`config.mk`:
```
export PLATFORM = sky130hd
export DESIGN_NAME = shift_left_seq
export DESIGN_NICKNAME = d
export VERILOG_FILES = /design/src/rtl/alu_pkg.sv /design/src/rtl/mux2_1.sv /design/src/rtl/shift_left_stage.sv /design/src/rtl/shift_left_seq.sv
export SDC_FILE = /design/constraint.sdc
export NUM_CORES = 1
export LEC_CHECK = 0
export BUFFER_PORTS_ARGS = -buffer_cell sky130_fd_sc_hd__buf_2
export CORE_MARGIN = 2
export CORE_UTILIZATION = 55
export DETAILED_ROUTE_END_ITERATION = 8
export HOLD_SLACK_MARGIN = 0.15
export PLACE_DENSITY_LB_ADDON = 0.12
export RECOVER_POWER = 50
export SYNTH_ARGS = -nofsm -noshare
export SYNTH_HDL_FRONTEND = slang
export SYNTH_HIERARCHICAL = 1
export SYNTH_SLANG_ARGS = --single-unit
```
`constraint.sdc`:
```
create_clock -name clk -period 4.8 [get_ports clk]
set_clock_uncertainty 0.05 [all_clocks]
set_input_delay 0.24 -clock clk [delete_from_list [all_inputs] [get_ports clk]]
set_output_delay 0.24 -clock clk [all_outputs]
set_load 0.02 [all_outputs]
```
`src/rtl/alu_pkg.sv`:
```
// Shared ALU definitions: datapath widths, shift opcodes and the shifter FSM encoding.
package alu_pkg;

  localparam int DATA_W = 16;
  localparam int CNT_W  = 4;

  localparam logic OP_SLL = 1'b0;
  localparam logic OP_ROL = 1'b1;

  typedef enum logic {
    ST_IDLE  = 1'b0,
    ST_SHIFT = 1'b1
  } state_t;

endpackage

```
`src/rtl/mux2_1.sv`:
```
// Single-bit 2:1 multiplexer cell; y follows b when sel is high.
module mux2_1 (
  input  logic a,
  input  logic b,
  input  logic sel,
  output logic y
);

  assign y = sel ? b : a;

endmodule

```
`src/rtl/shift_left_stage.sv`:
```
// One log-shifter stage: conditionally shifts/rotates left by 2^k.
// The final bypass-or-shift choice is a row of mux2_1 cells.
module shift_left_stage
  import alu_pkg::*;
(
  input  logic [DATA_W-1:0] din,
  input  logic [1:0]        k,
  input  logic              en,
  input  logic              op,
  output logic [DATA_W-1:0] dout
);

  logic [4:0]        amt;
  logic [DATA_W-1:0] shl;
  logic [DATA_W-1:0] wrap;
  logic [DATA_W-1:0] shifted;

  // The wrap term brings bits pushed past the MSB back in at the bottom;
  // zero fill simply drops it.
  always_comb begin
    amt     = 5'd1 << k;
    shl     = din << amt;
    wrap    = din >> (5'(DATA_W) - amt);
    shifted = (op == OP_ROL) ? (shl | wrap) : shl;
  end

  for (genvar i = 0; i < DATA_W; i++) begin : g_bit
    mux2_1 u_mux (
      .a  (din[i]),
      .b  (shifted[i]),
      .sel(en),
      .y  (dout[i])
    );
  end

endmodule

```
`src/rtl/shift_left_seq.sv`:
```
// Multi-cycle 16-bit left shifter/rotator: one log-shift stage per clock,
// with a start/busy/done handshake for the execute-stage controller.
module shift_left_seq
  import alu_pkg::*;
(
  input  logic              clk,
  input  logic              rst_n,
  input  logic              start,
  input  logic [DATA_W-1:0] A,
  input  logic [CNT_W-1:0]  Cnt,
  input  logic              Op,
  output logic [DATA_W-1:0] Out,
  output logic              busy,
  output logic              done
);

  state_t            state_q;
  state_t            state_d;
  logic [1:0]        stage_q;
  logic [DATA_W-1:0] acc_q;
  logic [CNT_W-1:0]  cnt_q;
  logic              op_q;
  logic [DATA_W-1:0] out_q;
  logic              busy_q;
  logic              done_q;

  logic              load;
  logic              step;
  logic              last;
  logic [DATA_W-1:0] stage_out;

  shift_left_stage u_stage (
    .din (acc_q),
    .k   (stage_q),
    .en  (cnt_q[stage_q]),
    .op  (op_q),
    .dout(stage_out)
  );

  // NOTE: every output of a combinational block gets a default before the
  // case statement; a path that leaves one unassigned would infer a latch.
  always_comb begin
    state_d = state_q;
    load    = 1'b0;
    step    = 1'b0;
    last    = 1'b0;
    unique case (state_q)
      ST_IDLE: begin
        if (start) begin
          load    = 1'b1;
          state_d = ST_SHIFT;
        end
      end
      ST_SHIFT: begin
        step = 1'b1;
        if (stage_q == 2'd3) begin
          last    = 1'b1;
          state_d = ST_IDLE;
        end
      end
      default: state_d = ST_IDLE;
    endcase
  end

  // NOTE: sequential state uses non-blocking assignments so every register
  // samples pre-edge values; the reset clears all of it, including acc/cnt/op.
  always_ff @(posedge clk) begin
    if (!rst_n) begin
      state_q <= ST_IDLE;
      stage_q <= 2'd0;
      acc_q   <= '0;
      cnt_q   <= '0;
      op_q    <= OP_SLL;
      out_q   <= '0;
      busy_q  <= 1'b0;
      done_q  <= 1'b0;
    end else begin
      state_q <= state_d;
      done_q  <= last;
      if (load) begin
        acc_q   <= A;
        cnt_q   <= Cnt;
        op_q    <= Op;
        stage_q <= 2'd0;
        busy_q  <= 1'b1;
      end
      // The 2-bit stage counter wraps back to 0 on the completing edge.
      if (step) begin
        acc_q   <= stage_out;
        stage_q <= stage_q + 2'd1;
      end
      if (last) begin
        out_q  <= stage_out;
        busy_q <= 1'b0;
      end
    end
  end

  assign Out  = out_q;
  assign busy = busy_q;
  assign done = done_q;

endmodule

```
==> After elaboration in Yosys (flattened, before gate mapping) <==
Index checks and enable logic that the tools add are counted.
{ "totals": {"out_inout_bits": 18, "in_bits": 24, "register_bits": 42} }
{ "op_classes": {"order_cmp": 1, "bitwise_logic": 3, "n_mux": 30, "reduce_logical": 2, "shift": 3, "n_eq_ne": 1, "n_addsub": 2} }
{ "op_table": {"columns": ["operator", "n"], "rows": [
  ["$mux W16", 3],
  ["$mux W1", 23],
  ["$or A16 B16 Y16", 1],
  ["$shl A16 B5 Y16", 1],
  ["$shr A16 B5 Y16", 1],
  ["$shl A1 B2 Y5 const A", 1],
  ["$sub A5 B5 Y5 const A", 1],
  ["$mux W2", 2],
  ["$lt A2 B3 Y1 const B", 1],
  ["$add A2 B1 Y2 const B", 1],
  ["$bmux W1 S2", 1],
  ["$eq A2 B2 Y1 const B", 1],
  ["$not A1 Y1", 2],
  ["$pmux W1 S2", 1],
  ["$reduce_bool A2 Y1", 1],
  ["$reduce_or A2 Y1", 1]
]} }

==> Depth between registers and ports, before layout <==
Gate-level depths: netlist of the first run.
{ "logic_depth": {"ltp_word": 7, "ltp_mapped": 11, "ltp_nobuf": 10} }

==> Modules after synthesis <==
The synthesis of the first run kept the hierarchy.
{ "modules_own_cells": {"columns": ["module", "area_each_um2", "cells_each", "n_inst"], "rows": [
  ["shift_left_seq", 1770.4, 178, 1],
  ["shift_left_stage", 561.8, 54, 1],
  ["mux2_1", 15.0, 1, 16]
]} }

==> Worst setup path after synthesis of the first run <==
OpenSTA, ideal clock, no wires.
{ "synth_path": {"kind": "reg2reg", "from": "reg stage_q[0]", "to": "reg acc_q[2]", "setup_ns": 0.070, "slack_ns": 2.638, "stages_incl_launch_ff": 12, "arrival_ns": 2.042, "cell_sequence": "dfxtp_1 -> buf_2 -> buf_4 -> nand2b_1 -> ha_1 -> nor2b_1 -> o21ai_1 -> o21a_1 -> o32ai_2 -> mux2_4 -> o21ai_0 -> a21oi_1"} }
{ "synth_via": {"elab_chain_cells": 7, "word_cells_on_any_way": 10} }
{ "synth_lines": {"columns": ["element", "line_no", "text"], "rows": [
  ["start: declaration", "shift_left_seq.sv:19", "logic [1:0] stage_q;"],
  ["start signal: assignment", "shift_left_seq.sv:90", "stage_q <= stage_q + 2'd1;"],
  ["$shl A1 B2 Y5 (*)", "shift_left_stage.sv:21", "amt = 5'd1 << k;"],
  ["$sub A5 B5 Y5", "shift_left_stage.sv:23", "wrap = din >> (5'(DATA_W) - amt);"],
  ["$shr A16 B5 Y16", "shift_left_stage.sv:23", null],
  ["$or A16 B16 Y16", "shift_left_stage.sv:24", "shifted = (op == OP_ROL) ? (shl | wrap) : shl;"],
  ["$mux W16 (*)", "shift_left_stage.sv:24", null],
  ["via u_stage.shifted[2]", "shift_left_stage.sv:16", "logic [DATA_W-1:0] shifted;"],
  ["$mux W1 (*)", "mux2_1.sv:9", "assign y = sel ? b : a;"],
  ["via stage_out[2]", "shift_left_seq.sv:30", "logic [DATA_W-1:0] stage_out;"],
  ["$mux W16 (*)", "shift_left_seq.sv:88", "if (step) begin"],
  ["end signal: assignment", "shift_left_seq.sv:89", "acc_q <= stage_out;"],
  ["end: declaration", "shift_left_seq.sv:20", "logic [DATA_W-1:0] acc_q;"]
]} }
Mark *: on every way through the listed nets, which the timed path passes. The rest lies on a longest branch. The select of a mux whose other input is x is not followed.
A chain may end at the register's enable or synchronous reset.

==> Final worst setup path of the first run <==
{ "layout_path": {"from": "reg stage_q[0]", "to": "reg out_q[2], in the netlist Out[2]"} }
{ "layout_via": {"elab_chain_cells": 6, "word_cells_on_any_way": 12} }
{ "layout_lines": {"columns": ["element", "line_no", "text"], "rows": [
  ["$shl A1 B2 Y5 (*)", "shift_left_stage.sv:21", null],
  ["$sub A5 B5 Y5", "shift_left_stage.sv:23", null],
  ["$shr A16 B5 Y16", "shift_left_stage.sv:23", null],
  ["$or A16 B16 Y16", "shift_left_stage.sv:24", null],
  ["$mux W16 (*)", "shift_left_stage.sv:24", null],
  ["via u_stage.shifted[2]", "shift_left_stage.sv:16", null],
  ["$mux W1 (*)", "mux2_1.sv:9", null],
  ["via stage_out[2]", "shift_left_seq.sv:30", null],
  ["end signal: assignment", "shift_left_seq.sv:93", "out_q <= stage_out;"],
  ["end: declaration", "shift_left_seq.sv:23", "logic [DATA_W-1:0] out_q;"]
]} }
Marks and branches as above.

==> results of run 1 <==
-- cell families after synthesis --
| group | count (synthesis) |
|---|---|
| compound gates | 67 |
| buf+inv | 23 |
| flops | 42 |
| fa+ha+maj | 2 |
| mux | 52 |
| simple gates | 62 |
-- worst reg2reg max path, cell delays in order (launching register included) --
cell	delay (ns)
dfxtp_1	0.74
buf_4	0.38
nor2_8	0.06
inv_1	0.07
ha_1	0.23
nor2b_1	0.17
o21ai_1	0.08
o21a_1	0.14
o32ai_2	0.27
mux2_4	0.19
nand2_1	0.05
a21boi_0	0.18
-- repair_timing --
action                                 in CTS  in global routing
hold buffers                                5                  0
setup endpoints to repair                   0                  0
endpoints found under the hold margin       5                  0
-- report_power, final --
part	total, mW	internal [mW]	switching, mW	leakage, nW
Sequential	0.393	0.365	0.0279	0.344
Clock	0.291	0.156	0.135	0.0585
Combinational	0.146	0.0828	0.0631	0.681
-- metal layers --
layer	up-vias	track usage	wire length, um	share of wire
met3	6	0.04583	209	0.038
li1	964	-	-	-
met4	0	0.05761	63	0.011
met5	-	0	0	0
met1	908	0.2877	2494	0.45
met2	41	0.3863	2736	0.50
-- synthesized netlist by cell type, types with 2 or more instances --
master and n:
a211oi_1 2, a21boi_0 8, a21boi_2 9, a21oi_1 21, a31oi_1 2, and2_1 2, buf_2 4, buf_4 2
buf_6 7, clkbuf_1 5, dfxtp_1 42, ha_1 2, inv_1 3, mux2_4 16, mux2i_1 25, mux4_1 4
mux4_2 7, nand2_1 35, nand2b_1 2, nor2_1 3, nor2b_1 12, o21a_1 2, o21ai_0 16, o21ai_1 2
-- layout make-up --
| class | count | area share |
|---|---|---|
| Multi-Input combinational cell | 183 | 0.5461 |
| Clock buffer | 5 | 0.02448 |
| Tap cell | 52 | 0.02314 |
| Sequential cell | 42 | 0.2991 |
| Inverter | 3 | 0.004005 |
| Timing Repair Buffer | 48 | 0.08767 |
| Clock inverter | 3 | 0.01558 |
-- state kept, by name, summed over array words and instances (netlist names) --
register  count
op_q          1
acc_q        16
cnt_q         4
Out          16
stage_q       2
busy          1
done          1
state_q       1
-- per-stage QoR --
stage                     cell area, sq um  hold WS [ns]  setup WS, ns  cells  utilization
final                                 2811        0.1792         2.136    336       0.6326
after global routing                  2811        0.1859         1.923    336       0.6326
after CTS                             2853        0.1741         2.198    336       0.6419
after detailed placement              2690        0.4032         2.213    323       0.6053
after global placement                2690        0.4017         2.278    323       0.6053
after floorplan                       2572        0.3471         2.638    248            -
-- worst paths after layout --
path	start	endpoint	slack [ns]
hold reg to reg	Out[14]	Out[14]	0.42
hold / removal	A[8]	acc_q[8]	0.18
setup / recovery	stage_q[0]	Out[2]	2.14
setup reg to reg	stage_q[0]	Out[2]	2.14
==> impl_metrics.ini, run 1 <==
[outcome]
status = finished, final reports clean

[cells_and_area]
fillCellCount = 389
finalNetCount = 309
final_common_cell = dfxtp_1
multi_input_area_sq_mm = 0.001535
drive_gt1_frac = 0.2394
final_cell_mix = dfxtp_1, nand2_1, mux2i_1
diodes = 0
area_growth_syn_to_layout_pct = 9.290
regArea_sq_um = 840.8

[clocking]
htreeDepth = 2
cts_root_buffer = clkbuf_8
cts_setup_buffers = 0
cts_buffers = 5
cts_tree = yes
clk_path_buf_depth = 2
cts_resized = 0
cts_sinks = 42
clkLatencyLatePin_ns = 0.31
path_clk_slew_ns = 0.09

[synthesis]
async_flop_share = 0
synth-edff-count = 0
yosys.area_share.simple = 0.1260
synth_top_area_frac = 0.3268
yosysSeqAreaShare = 0.3268
synth_compound_area_frac = 0.1751
ys_ff_latch = 42
synth_cell_types = 39
syn-cell-area_sq_mm = 0.002572
synth_area_leader_cell = dfxtp_1
synth_nets = 274
synthMuxAreaShare = 0.2928
avgSynthCellArea_sq_um = 10.37
synthTopCellsByArea = dfxtp_1, mux2i_1, mux2_4
syn_inst = 248
synthXorXnorAreaFrac = 0
synth_top_family_by_area = multiplexers
yosys.area_share.adder = 0.009728
ys_warn_count = 6
synthFlopType = dfxtp_1

[placement]
dpl.hpwl_mm = 3.716
port_buffers = 41
place.gp.congestion = 0.8985

[worst_setup_path]
path_delay_family = flip-flops
cp_cell_sequence = buf_4 > nor2_8 > inv_1 > ha_1 > nor2b_1 > o21ai_1 > o21a_1 > o32ai_2 > mux2_4 > nand2_1 > a21boi_0
critical_path_class = reg -> reg
crit_buf_inv = 2
critPathRequiredTime_ns = 4.99
r2r_cells = 11
max_stage_delay_ns = 0.74
cp.depth = 11
cp-start-kind = flop
crit_path_top_delay_cell = dfxtp_1
endpoint_kind = flop
arrival_ns = 2.85
crit_fanout = 17

[detailed_routing]
routedWlPerCell_um = 16.38
drc_errors = 0
dr.first_iter.drc_count = 82
drt-vias-per-instance = 5.711
dr.pass1.iters = 4
routed_wl_mm = 5.504
ant_nets = 0
vias = 1919

[sta]
tns_ns = 0
rsz0062_at_grt = false
tightest_slew_ns = 1.382
timing.fmax_mhz = 375.3
final-hold-violation-count = 0
finalCriticalPeriod_ns = 2.664
setup_viol_count_final = 0
min_period_over_period = 0.5551
slew_headroom = 0.07885
drv_slew = 0

[global_route]
grt_pass1_vias = 1819
track_usage = 0.2240
antenna_found_initial = 0
grt_max_degree = 43
grt_pass1_wl_mm = 8.983
grt.overflow.total = 0

[floorplanning]
fp.dieW_um = 72.39
pin_count = 42
die_h_um = 72.39
coreArea_sq_mm = 0.004444
initial_core_util = 0.5788
rows = 24
die_area_sq_mm = 0.005240

[min_path]
hold_depth = 3
hp-class = in -> reg

[pwr]
powerDensity_mw_per_mm2 = 295.4
p_leak_nw = 1.083
vdd.ir_drop.worst_mv = 0.1622
power_mw = 0.8306

[flow_run]
maxCapViolations = 0
(Power assumes the default switching activity.)
==> run 2, diff against run 1 <==
--- a/config.mk
+++ b/config.mk
@@ -7,7 +7,7 @@
 export LEC_CHECK = 0
 export BUFFER_PORTS_ARGS = -buffer_cell sky130_fd_sc_hd__buf_2
 export CORE_MARGIN = 2
-export CORE_UTILIZATION = 55
+export CORE_UTILIZATION = 51
 export DETAILED_ROUTE_END_ITERATION = 8
 export HOLD_SLACK_MARGIN = 0.15
 export PLACE_DENSITY_LB_ADDON = 0.12
==> constraint.sdc (replaced) <==
create_clock -name clk -period 2.26 [get_ports clk]
set_clock_uncertainty 0.05 [all_clocks]
set_input_delay 0.113 -clock clk [delete_from_list [all_inputs] [get_ports clk]]
set_output_delay 0.113 -clock clk [all_outputs]
set_load 0.02 [all_outputs]
==> run 2 against run 1 <==
  * Sequential share of layout area decreased by 2.6 points
  * Via count increased by 2.0%
  * Non-clock buffer count increased by 23
  * Sequential power increased by 110%
  * Maximum frequency increased by 29%
  * Register-to-register slack got worse by 1.9 ns
  * First-iteration DRC count increased by 26%
  * Critical path depth decreased by 2
  * Hold slack improved by 0.060 ns
  * Setup slack got worse by 1.9 ns
  * Cell count increased by 11%
==> impl_metrics.ini, run 2 (synthesis results as in run 1) <==
[cells_and_area]
diodes = 0
area_growth_syn_to_layout_pct = 20.14
finalNetCount = 332
final_cell_mix = dfxtp_1, nand2_1, mux2i_1
multi_input_area_sq_mm = 0.001536
regArea_sq_um = 843.3
fillCellCount = 432
drive_gt1_frac = 0.2541
final_common_cell = dfxtp_1

[min_path]
hp-class = in -> reg
hold_depth = 3
min_delay_worst_endpoint = acc_q[5]
hp-start = start

[floorplanning]
die_h_um = 75.02
pin_count = 42
fp.dieW_um = 75.02
die_area_sq_mm = 0.005628
rows = 25
initial_core_util = 0.5375
coreArea_sq_mm = 0.004786

[worst_setup_path]
rrSetupSlack_ns = 0.20
arrival_ns = 2.25
path_delay_family = compound AO/OA/AOI/OAI gates
endpoint_kind = flop
crit_path_top_delay_cell = dfxtp_2
critPathRequiredTime_ns = 2.44
crit_buf_inv = 0
critical_path_class = reg -> reg
cp-start-kind = flop
regToRegStartpoint = stage_q[1]
r2r_cells = 9
cp_cell_sequence = nand2b_1 > ha_1 > nor2b_1 > o21ai_1 > o21a_1 > o32ai_2 > mux2_4 > o21ai_0 > a21oi_1
max_stage_delay_ns = 0.39
crit_fanout = 6
critPathLaunch = stage_q[1]
reg2reg_to = acc_q[2]

[sta]
hold_slack_ns = 0.2388
setup_viol_count_final = 0
rsz0062_at_grt = false
final-hold-violation-count = 0
drv_slew = 0
slew_headroom = 0.4618
tns_ns = 0
tightest_slew_ns = 0.8064
timing.fmax_mhz = 484.3
min_period_over_period = 0.9136
finalCriticalPeriod_ns = 2.065

[detailed_routing]
ant_nets = 0
dr.pass1.iters = 4
drt-vias-per-instance = 5.233
routed_wl_mm = 5.616
dr.first_iter.drc_count = 103
vias = 1957
routedWlPerCell_um = 15.02
drc_errors = 0

[clocking]
cts_root_buffer = clkbuf_8
clk_path_buf_depth = 2
cts_sinks = 42
path_clk_slew_ns = 0.08
clkLatencyLatePin_ns = 0.30
htreeDepth = 2
cts_buffers = 5
cts_tree = yes

[global_route]
grt_max_degree = 43
grt_pass1_wl_mm = 9.080
grt_pass1_vias = 1885
antenna_found_initial = 0
use_met2 = 0.3752
top_usage_layer = met2
grt.overflow.total = 0
use_met3 = 0.03614
track_usage = 0.2209
use_met1 = 0.2730

[pwr]
vdd.ir_drop.worst_mv = 0.4825
power_mw = 1.910
p_leak_nw = 1.207
powerDensity_mw_per_mm2 = 618.1

[placement]
dpl.hpwl_mm = 3.873
port_buffers = 41
place.gp.congestion = 0.8327

[outcome]
status = finished, final reports clean

[flow_run]
maxCapViolations = 0
## run 2: cell count changes in the layout (fill, tap and decap cells not counted), moves of 2 or more
cell           change
buf_4              +6
dfxtp_1            -2
dfxtp_2            +2
dlygate4sd3_1     +16
## run 2: area by class of cell
cell class,instances,share of cell area
Sequential cell,42,0.2729
Inverter,3,0.003644
Multi-Input combinational cell,183,0.4972
Clock inverter,2,0.01943
Tap cell,67,0.02713
Clock buffer,6,0.02672
Timing Repair Buffer,71,0.1530
## run 2: worst max path at each step
| stage | end | cells after the start |
|---|---|---|
| 3_5_place_dp | acc_q[14] | 4 |
| 2_1_floorplan | acc_q[2] | 11 |
| 3_3_place_gp | acc_q[14] | 4 |
| 6_report | acc_q[2] | 9 |
| 4_1_cts | acc_q[2] | 4 |
| 5_1_grt | acc_q[2] | 9 |
## run 2: routing by layer
metal  vias to the layer above  wire [um]
li1                       1008          -
met1                       888       2539
met2                        49       2707
met3                        12        216
met4                         0        152
met5                         -          0
## run 2: timing repair
item / in CTS / in global routing
setup buffers: 0 / 1
endpoints found under the setup margin: 0 / 17
endpoints found under the hold margin: 21 / 0
hold buffers: 21 / 0
resized for setup: 0 / 2
## run 2: power breakdown
group          internal [mW]  switching [mW]
registers              0.776          0.0561
clock network          0.471           0.263
logic                  0.204           0.139
## run 2: worst register-to-register path: cells and delay by family, from the launching register on
family	cells	cell delay, ns
simple gates	2	0.34
mux	1	0.19
flops	1	0.39
compound gates	5	0.71
fa+ha+maj	1	0.32
## run 2: through the flow
stage	util	setup WS, ns	cell area (sq um)	std cells
floorplan	-	0.09833	2572	248
global placement	0.5754	0.05508	2754	344
detailed placement	0.5754	0.03977	2754	344
CTS	0.6492	0.03782	3107	373
global route	0.6458	0.01676	3090	374
finish	0.6458	0.1954	3090	374
